--- src/rtl/reg_file_pkg.sv ---
// Shared sizing and the write-port lookup used by both the read bypass and the
// scoreboard clear, so the two always agree on which port wins.
package reg_file_pkg;

    localparam int RF_XLEN  = 32;
    localparam int RF_NREGS = 32;
    localparam int RF_AW    = $clog2(RF_NREGS);

    // Fixed maxima let one non-parameterised function serve any instance size.
    localparam int MAX_NWR = 4;
    localparam int MAX_AW  = 8;
    localparam int MAX_IW  = $clog2(MAX_NWR);

    typedef struct packed {
        logic              hit;
        logic [MAX_IW-1:0] idx;
    } wr_sel_t;

    // Ascending scan: a later (higher-index) port overwrites an earlier hit.
    function automatic wr_sel_t wr_lookup(
        input logic [MAX_NWR-1:0]        wren,
        input logic [MAX_NWR*MAX_AW-1:0] addrs,
        input logic [MAX_AW-1:0]         a
    );
        wr_sel_t s;
        s = '0;
        for (int k = 0; k < MAX_NWR; k++) begin
            if (wren[k] && (a != '0) && (addrs[k*MAX_AW +: MAX_AW] == a)) begin
                s.hit = 1'b1;
                s.idx = MAX_IW'(k);
            end
        end
        return s;
    endfunction

endpackage

--- src/rtl/reg_read_port.sv ---
// One combinational read port: x0 forced to zero, same-cycle write bypass,
// and busy masked while the completing write is being forwarded.
module reg_read_port
    import reg_file_pkg::*;
#(
    parameter int XLEN  = 32,
    parameter int NREGS = 32,
    parameter int AW    = $clog2(NREGS)
) (
    input  logic [AW-1:0]                  i_addr,
    input  logic [NREGS-1:0][XLEN-1:0]     i_regf,
    input  logic [MAX_NWR-1:0]             i_wren,
    input  logic [MAX_NWR*MAX_AW-1:0]      i_waddr,
    input  logic [MAX_NWR-1:0][XLEN-1:0]   i_wdata,
    input  logic [NREGS-1:0]               i_busy,
    output logic [XLEN-1:0]                o_data,
    output logic                           o_busy
);
    wr_sel_t w_sel;

    always_comb begin
        w_sel = wr_lookup(i_wren, i_waddr, MAX_AW'(i_addr));
        if (i_addr == '0) begin
            o_data = '0;
            o_busy = 1'b0;
        end else begin
            o_data = w_sel.hit ? i_wdata[w_sel.idx] : i_regf[i_addr];
            o_busy = i_busy[i_addr] & ~w_sel.hit;
        end
    end
endmodule

--- src/rtl/reg_file_mp.sv ---
// Multi-port integer register file with write-through bypass and a per-register
// busy scoreboard (set on alloc at decode, cleared on write at writeback).
module reg_file_mp
    import reg_file_pkg::*;
#(
    parameter int XLEN  = RF_XLEN,
    parameter int NREGS = RF_NREGS,
    parameter int NRD   = 2,
    parameter int NWR   = 1,
    localparam int AW   = $clog2(NREGS)
) (
    input  logic                i_clk,
    input  logic                i_rst,
    input  logic [NWR-1:0]      i_rd_wren,
    input  logic [NWR*AW-1:0]   i_rd_addr,
    input  logic [NWR*XLEN-1:0] i_rd_data,
    input  logic [NRD*AW-1:0]   i_rs_addr,
    input  logic                i_alloc_en,
    input  logic [AW-1:0]       i_alloc_addr,
    output logic [NRD*XLEN-1:0] o_rs_data,
    output logic [NRD-1:0]      o_rs_busy,
    output logic [NREGS-1:0]    o_busy_vec
);
    logic [NREGS-1:0][XLEN-1:0]   r_regf;
    logic [NREGS-1:0]             r_busy;

    logic [MAX_NWR-1:0]           w_wren_pad;
    logic [MAX_NWR*MAX_AW-1:0]    w_addr_pad;
    logic [MAX_NWR-1:0][XLEN-1:0] w_data_pad;
    wr_sel_t                      w_wsel [NREGS];

    // Widen the write bundle to the package maxima; unused ports stay disabled.
    always_comb begin
        w_wren_pad = '0;
        w_addr_pad = '0;
        w_data_pad = '0;
        for (int k = 0; k < NWR; k++) begin
            w_wren_pad[k]                      = i_rd_wren[k];
            w_addr_pad[k*MAX_AW +: MAX_AW]     = MAX_AW'(i_rd_addr[k*AW +: AW]);
            w_data_pad[k]                      = i_rd_data[k*XLEN +: XLEN];
        end
    end

    always_comb begin
        for (int r = 0; r < NREGS; r++)
            w_wsel[r] = wr_lookup(w_wren_pad, w_addr_pad, MAX_AW'(r));
    end

    // Entry 0 is never touched after reset, so x0 and busy[0] stay zero.
    always_ff @(posedge i_clk or posedge i_rst) begin
        if (i_rst) begin
            r_regf <= '0;
            r_busy <= '0;
        end else begin
            for (int r = 1; r < NREGS; r++) begin
                if (w_wsel[r].hit)
                    r_regf[r] <= w_data_pad[w_wsel[r].idx];
                // A newly issued producer supersedes the one completing now.
                if (i_alloc_en && (i_alloc_addr == AW'(r)))
                    r_busy[r] <= 1'b1;
                else if (w_wsel[r].hit)
                    r_busy[r] <= 1'b0;
            end
        end
    end

    assign o_busy_vec = r_busy;

    for (genvar j = 0; j < NRD; j++) begin : g_rd
        reg_read_port #(
            .XLEN  (XLEN),
            .NREGS (NREGS),
            .AW    (AW)
        ) u_rd (
            .i_addr  (i_rs_addr[j*AW +: AW]),
            .i_regf  (r_regf),
            .i_wren  (w_wren_pad),
            .i_waddr (w_addr_pad),
            .i_wdata (w_data_pad),
            .i_busy  (r_busy),
            .o_data  (o_rs_data[j*XLEN +: XLEN]),
            .o_busy  (o_rs_busy[j])
        );
    end
endmodule
--- config.mk ---
export PLATFORM = sky130hd
export DESIGN_NAME = reg_file_mp
export DESIGN_NICKNAME = d
export VERILOG_FILES = /design/src/rtl/reg_file_pkg.sv /design/src/rtl/reg_read_port.sv /design/src/rtl/reg_file_mp.sv
export SDC_FILE = /design/constraint.sdc
export NUM_CORES = 2
export LEC_CHECK = 0
export CAP_MARGIN = 30
export CORE_UTILIZATION = 42
export CTS_CLUSTER_SIZE = 40
export DETAILED_ROUTE_END_ITERATION = 7
export MAX_ROUTING_LAYER = met4
export PLACE_DENSITY = 0.57
export SETUP_SLACK_MARGIN = 0.05
export SKIP_LAST_GASP = 1
export SLEW_MARGIN = 15
export SYNTH_ARGS = -nofsm -noshare
export SYNTH_HDL_FRONTEND = slang
export SYNTH_HIERARCHICAL = 1
export SYNTH_SLANG_ARGS = --single-unit
export TNS_END_PERCENT = 20
--- constraint.sdc ---
create_clock -name i_clk -period 36 [get_ports i_clk]
set_clock_uncertainty 0.05 [all_clocks]
set_input_delay 7.2 -clock i_clk [delete_from_list [all_inputs] [get_ports i_clk]]
set_output_delay 7.2 -clock i_clk [all_outputs]
set_load 0.03 [all_outputs]
# Word level (Yosys, flattened, before mapping)

Index checks and enable logic that the tools add are counted.

Reductions and logical operators: 101
Mux-type cells: 175
Magnitude comparators: 35
Bitwise logic cells: 4
Equal/unequal tests: 64

Operator list:

| operator             | count |
|---|---|
| $bmux W32 S2         | 33 |
| $mux W32             | 39 |
| $bmux W32 S5         | 2 |
| $eq A5 B5 Y1 const B | 32 |
| $lt A2 B3 Y1 const B | 33 |
| $mux W3              | 33 |
| $eq A5 B4 Y1 const B | 16 |
| $logic_and A1 B1 Y1  | 66 |
| $mux W1              | 66 |
| $reduce_bool A2 Y1   | 31 |
| $eq A5 B3 Y1 const B | 8 |
| $eq A5 B2 Y1 const B | 4 |
| $lt A5 B6 Y1 const B | 2 |
| $bmux W1 S5          | 2 |
| $eq A5 B1 Y1 const B | 2 |
| $eq A5 B5 Y1         | 2 |
| $logic_not A5 Y1     | 2 |
| $reduce_bool A5 Y1   | 2 |
| $and A1 B1 Y1        | 2 |
| $not A1 Y1           | 2 |

Output and inout bits: 98
Bits in registers: 1023
Logic and storage cells: 441

# Depth between registers and ports, before layout

Depth after elaboration: 8
Mapped depth: 10
Depth with buffers taken out: 6

# Cells and area by module

The synthesis kept the hierarchy.

Modules (own cells, without submodules):

| module        | instances | area an instance (um^2) | sequential area each (um^2) | cells an instance |
|---|---|---|---|---|
| reg_file_mp   | 1         | 38314.2                 | 25599.6                     | 2329 |
| reg_read_port | 2         | 10866.7                 | 0.0                         | 1439 |

# Worst setup path before layout

OpenSTA, ideal clock, no wires.

Kind: input to output
Start: input port i_rs_addr[4]
End: output port o_rs_busy[0]
Slack: 19.385 ns
Stages on the path: 7
Arrival time: 9.365 ns
Cells stage by stage: or4_4 -> or2_1 -> buf_2 -> o21a_1 -> or2_1 -> buf_2 -> nor3b_1

Cells in the longest elaborated chain, start to end: 7
Elaborated cells on any way between the ends: 11

Ends and longest elaborated chain:

| item                                                                | line                | source |
|---|---|---|
| start: declaration                                                  | reg_file_mp.sv:17   | `input logic [NRD*AW-1:0] i_rs_addr,` |
| parallel branches: the longest is 6 deep, another holds $bmux W1 S5 | n/a                 |  |
| $mux W1 (*)                                                         | reg_read_port.sv:23 | `if (i_addr == '0) begin` |
| end: declaration                                                    | reg_file_mp.sv:21   | `output logic [NRD-1:0] o_rs_busy,` |

Every way passes the cells marked *. The select of a mux whose other input is x is not followed.

# Final worst setup path

Start: input port i_rs_addr[6]
End: output port o_rs_data[56]

Cells in the longest elaborated chain, start to end: 6
Elaborated cells on any way between the ends: 10

Ends and longest elaborated chain:

| item                                                                 | line                | source |
|---|---|---|
| parallel branches: the longest is 5 deep, another holds $bmux W32 S5 | n/a                 |  |
| $mux W32 (*)                                                         | reg_read_port.sv:23 |  |
| end: declaration                                                     | reg_file_mp.sv:20   | `output logic [NRD*XLEN-1:0] o_rs_data,` |

Marked as above.

==> results.toml <==
[timing]
hold_ws_ns = 0.4767
finalSetupViolCount = 0
finalSetupTns_ns = 0
rsz0062_at_grt = "false"
fin_crit_ns = 19.52
drv_slew = 404
setup_ws_ns = 16.48
fin_crit_sh_pct = 54.21
fmax_ghz = 0.05124
slew-limit-headroom_pct = -98.94
hold_viol_final = 0
tightestPinTransition_ns = 2.973

[global_route]
grt_pass1_vias = 45300
grt-ovfl-total = 0
grt_usage_pct = 32.48
antenna_found_initial = 12
grt_max_degree = 170
grt_first_pass_wirelength_um = 332800

[synthesis]
ys_top_cells_by_count = "1060 x mux2i_1, 1023 x dfrtp_1, 992 x mux2_2"
yosysSeqAreaShare_pct = 42.63
yosysTopAreaCell = "dfrtp_1"
synthCells = 5207
synth_top_cell_area_share_pct = 42.63
synth_seq_cells = 1023
yosysUniqueCellTypes = 51
ys.warnings.count = 72
syn_area_um2 = 60050
synth_ff_type = "dfrtp_1"
synth-edff-count = 0
synth.top_cells.by_area = "dfrtp_1 43%, mux2_2 19%, mux2i_1 18%, a22oi_1 5.6%, nand3_1 2.2%"
ys_async_sr_fraction_pct = 100.0
synth_most_common_cell = "mux2i_1"
avgSynthCellArea_um2 = 11.53

[clocking]
clock_path_buffers = 3
cts_buffers = 117
clk_latency_ns = 0.73
ctsResizeCount = 0
cts_setup_buffers = 0
htree_num_levels = 3
clk_pin_slew_worst_paths_ns = 0.06
cts_tree = "built"
cts-root-buf = "clkbuf_16"
clkSinkCount = 1023
hold_buffers = 0

[min_path]
min_from = "r_regf[135]"
hold_path_end = "r_regf[135]"
min-delay-path-class = "flop to flop"
hold_depth = 1

[routing]
route.detailed.drc = 0
dr.pass1.iters = 5
via_count = 47030
drtIter0Drc = 5537
antenna_left = 0
via_per_inst = 6.360
routed_wl_um = 233200
avgRoutedWirePerCell_um = 31.54

[floorplan]
start_util_pct = 42.36
die_h_um = 380.1
core-area_um2 = 141800
fp.dieArea_um2 = 144500
die-width_um = 380.1
io_pins = 154
rows = 138

[layout]
n_fill_cell = 12820
fin_cells = 7394
drive_above_1_share_pct = 26.16
nets = 5459
utilization_pct = 48.53
final_area_um2 = 68790
regArea_um2 = 25600
multi_input_area_um2 = 33450
syn2layout_area_growth_pct = 14.56

[worst_setup_path]
arrival_ns = 12.27
crit_fanout = 79
crit_top_cell = "buf_4"
worstPathCellList = "buf_8, buf_4, and2_4, buf_4, a22oi_1, nand3_1, nand4_1, o31ai_1, a21oi_1, clkdlybuf4s50_1"
worst-setup-path-type = "input port to output port"
cpMaxStageDelayCell = "o31ai_1"
r2r_slack_ns = 35.06
start_kind = "input port"
worst_r2r_path_depth = 1
r2r_end = "o_busy_vec[5]"
endpoint_kind = "output port"
cp.required_ns = 28.75
worstReg2RegStart = "o_busy_vec[5]"
cpPeakStageDelay_ns = 0.89

[power_and_ir_drop]
ir_worst_vdd_v = 0.00004285
leakagePower_nw = 31.77
p_total_mw = 3.643
power_density_nw_per_um2 = 52.95

[place]
dp_worst_setup_slack_ns = 16.72
port_buffers = 152
dpl_cell_area_um2 = 64480
dpl.hpwl_um = 133500
place_congestion = 0.9001
dp_cells = 7165

[run_status]
status = "finished, violations left"
violations = "max-slew violations"

[run]
maxCapViolations = 0
layout by cell type (no fill, tap or decap), drive strengths merged, types with 37 or more instances in the layout:
master / count
mux2i: 1060
dfrtp: 1023
mux2: 992
a22oi: 448
conb: 319
nand3: 264
clkbuf: 170
buf: 155
clkdlybuf4s50: 147
a21oi: 128
nand2: 116
o21ai: 81
nand4: 72
o31ai: 67
inv: 37
routing by layer:
| layer | GRT usage, % | routed length [um] | share of wire (%) |
|---|---|---|---|
| met1 | 46.34 | 104000 | 45 |
| met2 | 45.08 | 97480 | 42 |
| met3 | 7.097 | 23060 | 9.9 |
| met4 | 11.24 | 8715 | 3.7 |
| met5 | - | 0 | 0 |
worst max-delay path, delay by kind of cell:
| kind | cells | cell delay [ns] |
|---|---|---|
| buffers and inverters | 4 | 2.71 |
| AO/OA/AOI/OAI | 3 | 1.22 |
| AND/OR/NAND/NOR | 3 | 0.92 |
worst max-delay path by stage:
| stage | startpoint | to | cells after the start |
|---|---|---|---|
| 2_1_floorplan | i_rst | o_busy_vec[10] | 1 |
| 5_1_grt | i_rs_addr[6] | o_rs_data[56] | 10 |
| 4_1_cts | i_rs_addr[6] | o_rs_data[56] | 10 |
| 6_report | i_rs_addr[6] | o_rs_data[56] | 10 |
| 3_5_place_dp | i_rs_addr[6] | o_rs_data[56] | 10 |
| 3_3_place_gp | i_rs_addr[8] | o_rs_data[55] | 10 |
cell type report:
type	instances	area share, %
antenna	4	0.01455
clock buffer	170	5.131
clock inverter	46	0.7894
inverter	36	0.2019
multi-input combinational	3923	48.62
sequential	1023	37.21
tap	1890	3.438
timing repair buffer	302	4.587
flip-flops by register name, indices dropped and copies added, names as in the netlist:
| name | cells |
|---|---|
| o_busy_vec | 31 |
| r_regf | 992 |
kinds of logic (layout without fill, tap and decap cells):
kind of cell / after synthesis / after routing / share of synthesized area, %
mux: 2072 / 2072 / 37.02
flops: 1023 / 1023 / 42.63
compound gates: 875 / 875 / 10.21
simple gates: 617 / 617 / 5.324
buf+inv: 579 / 554 / 4.226
xor+xnor: 40 / 40 / 0.5834
other cells: 1 / 323 / 0.006245
power breakdown:
part           internal, mW  switching, mW  leakage, nW  total [mW]
sequential             1.38          0.177         13.1        1.55
combinational         0.396          0.425         16.7       0.821
clock                 0.748          0.520         2.01        1.27
No activity file was read; power rests on OpenSTA's default activity.
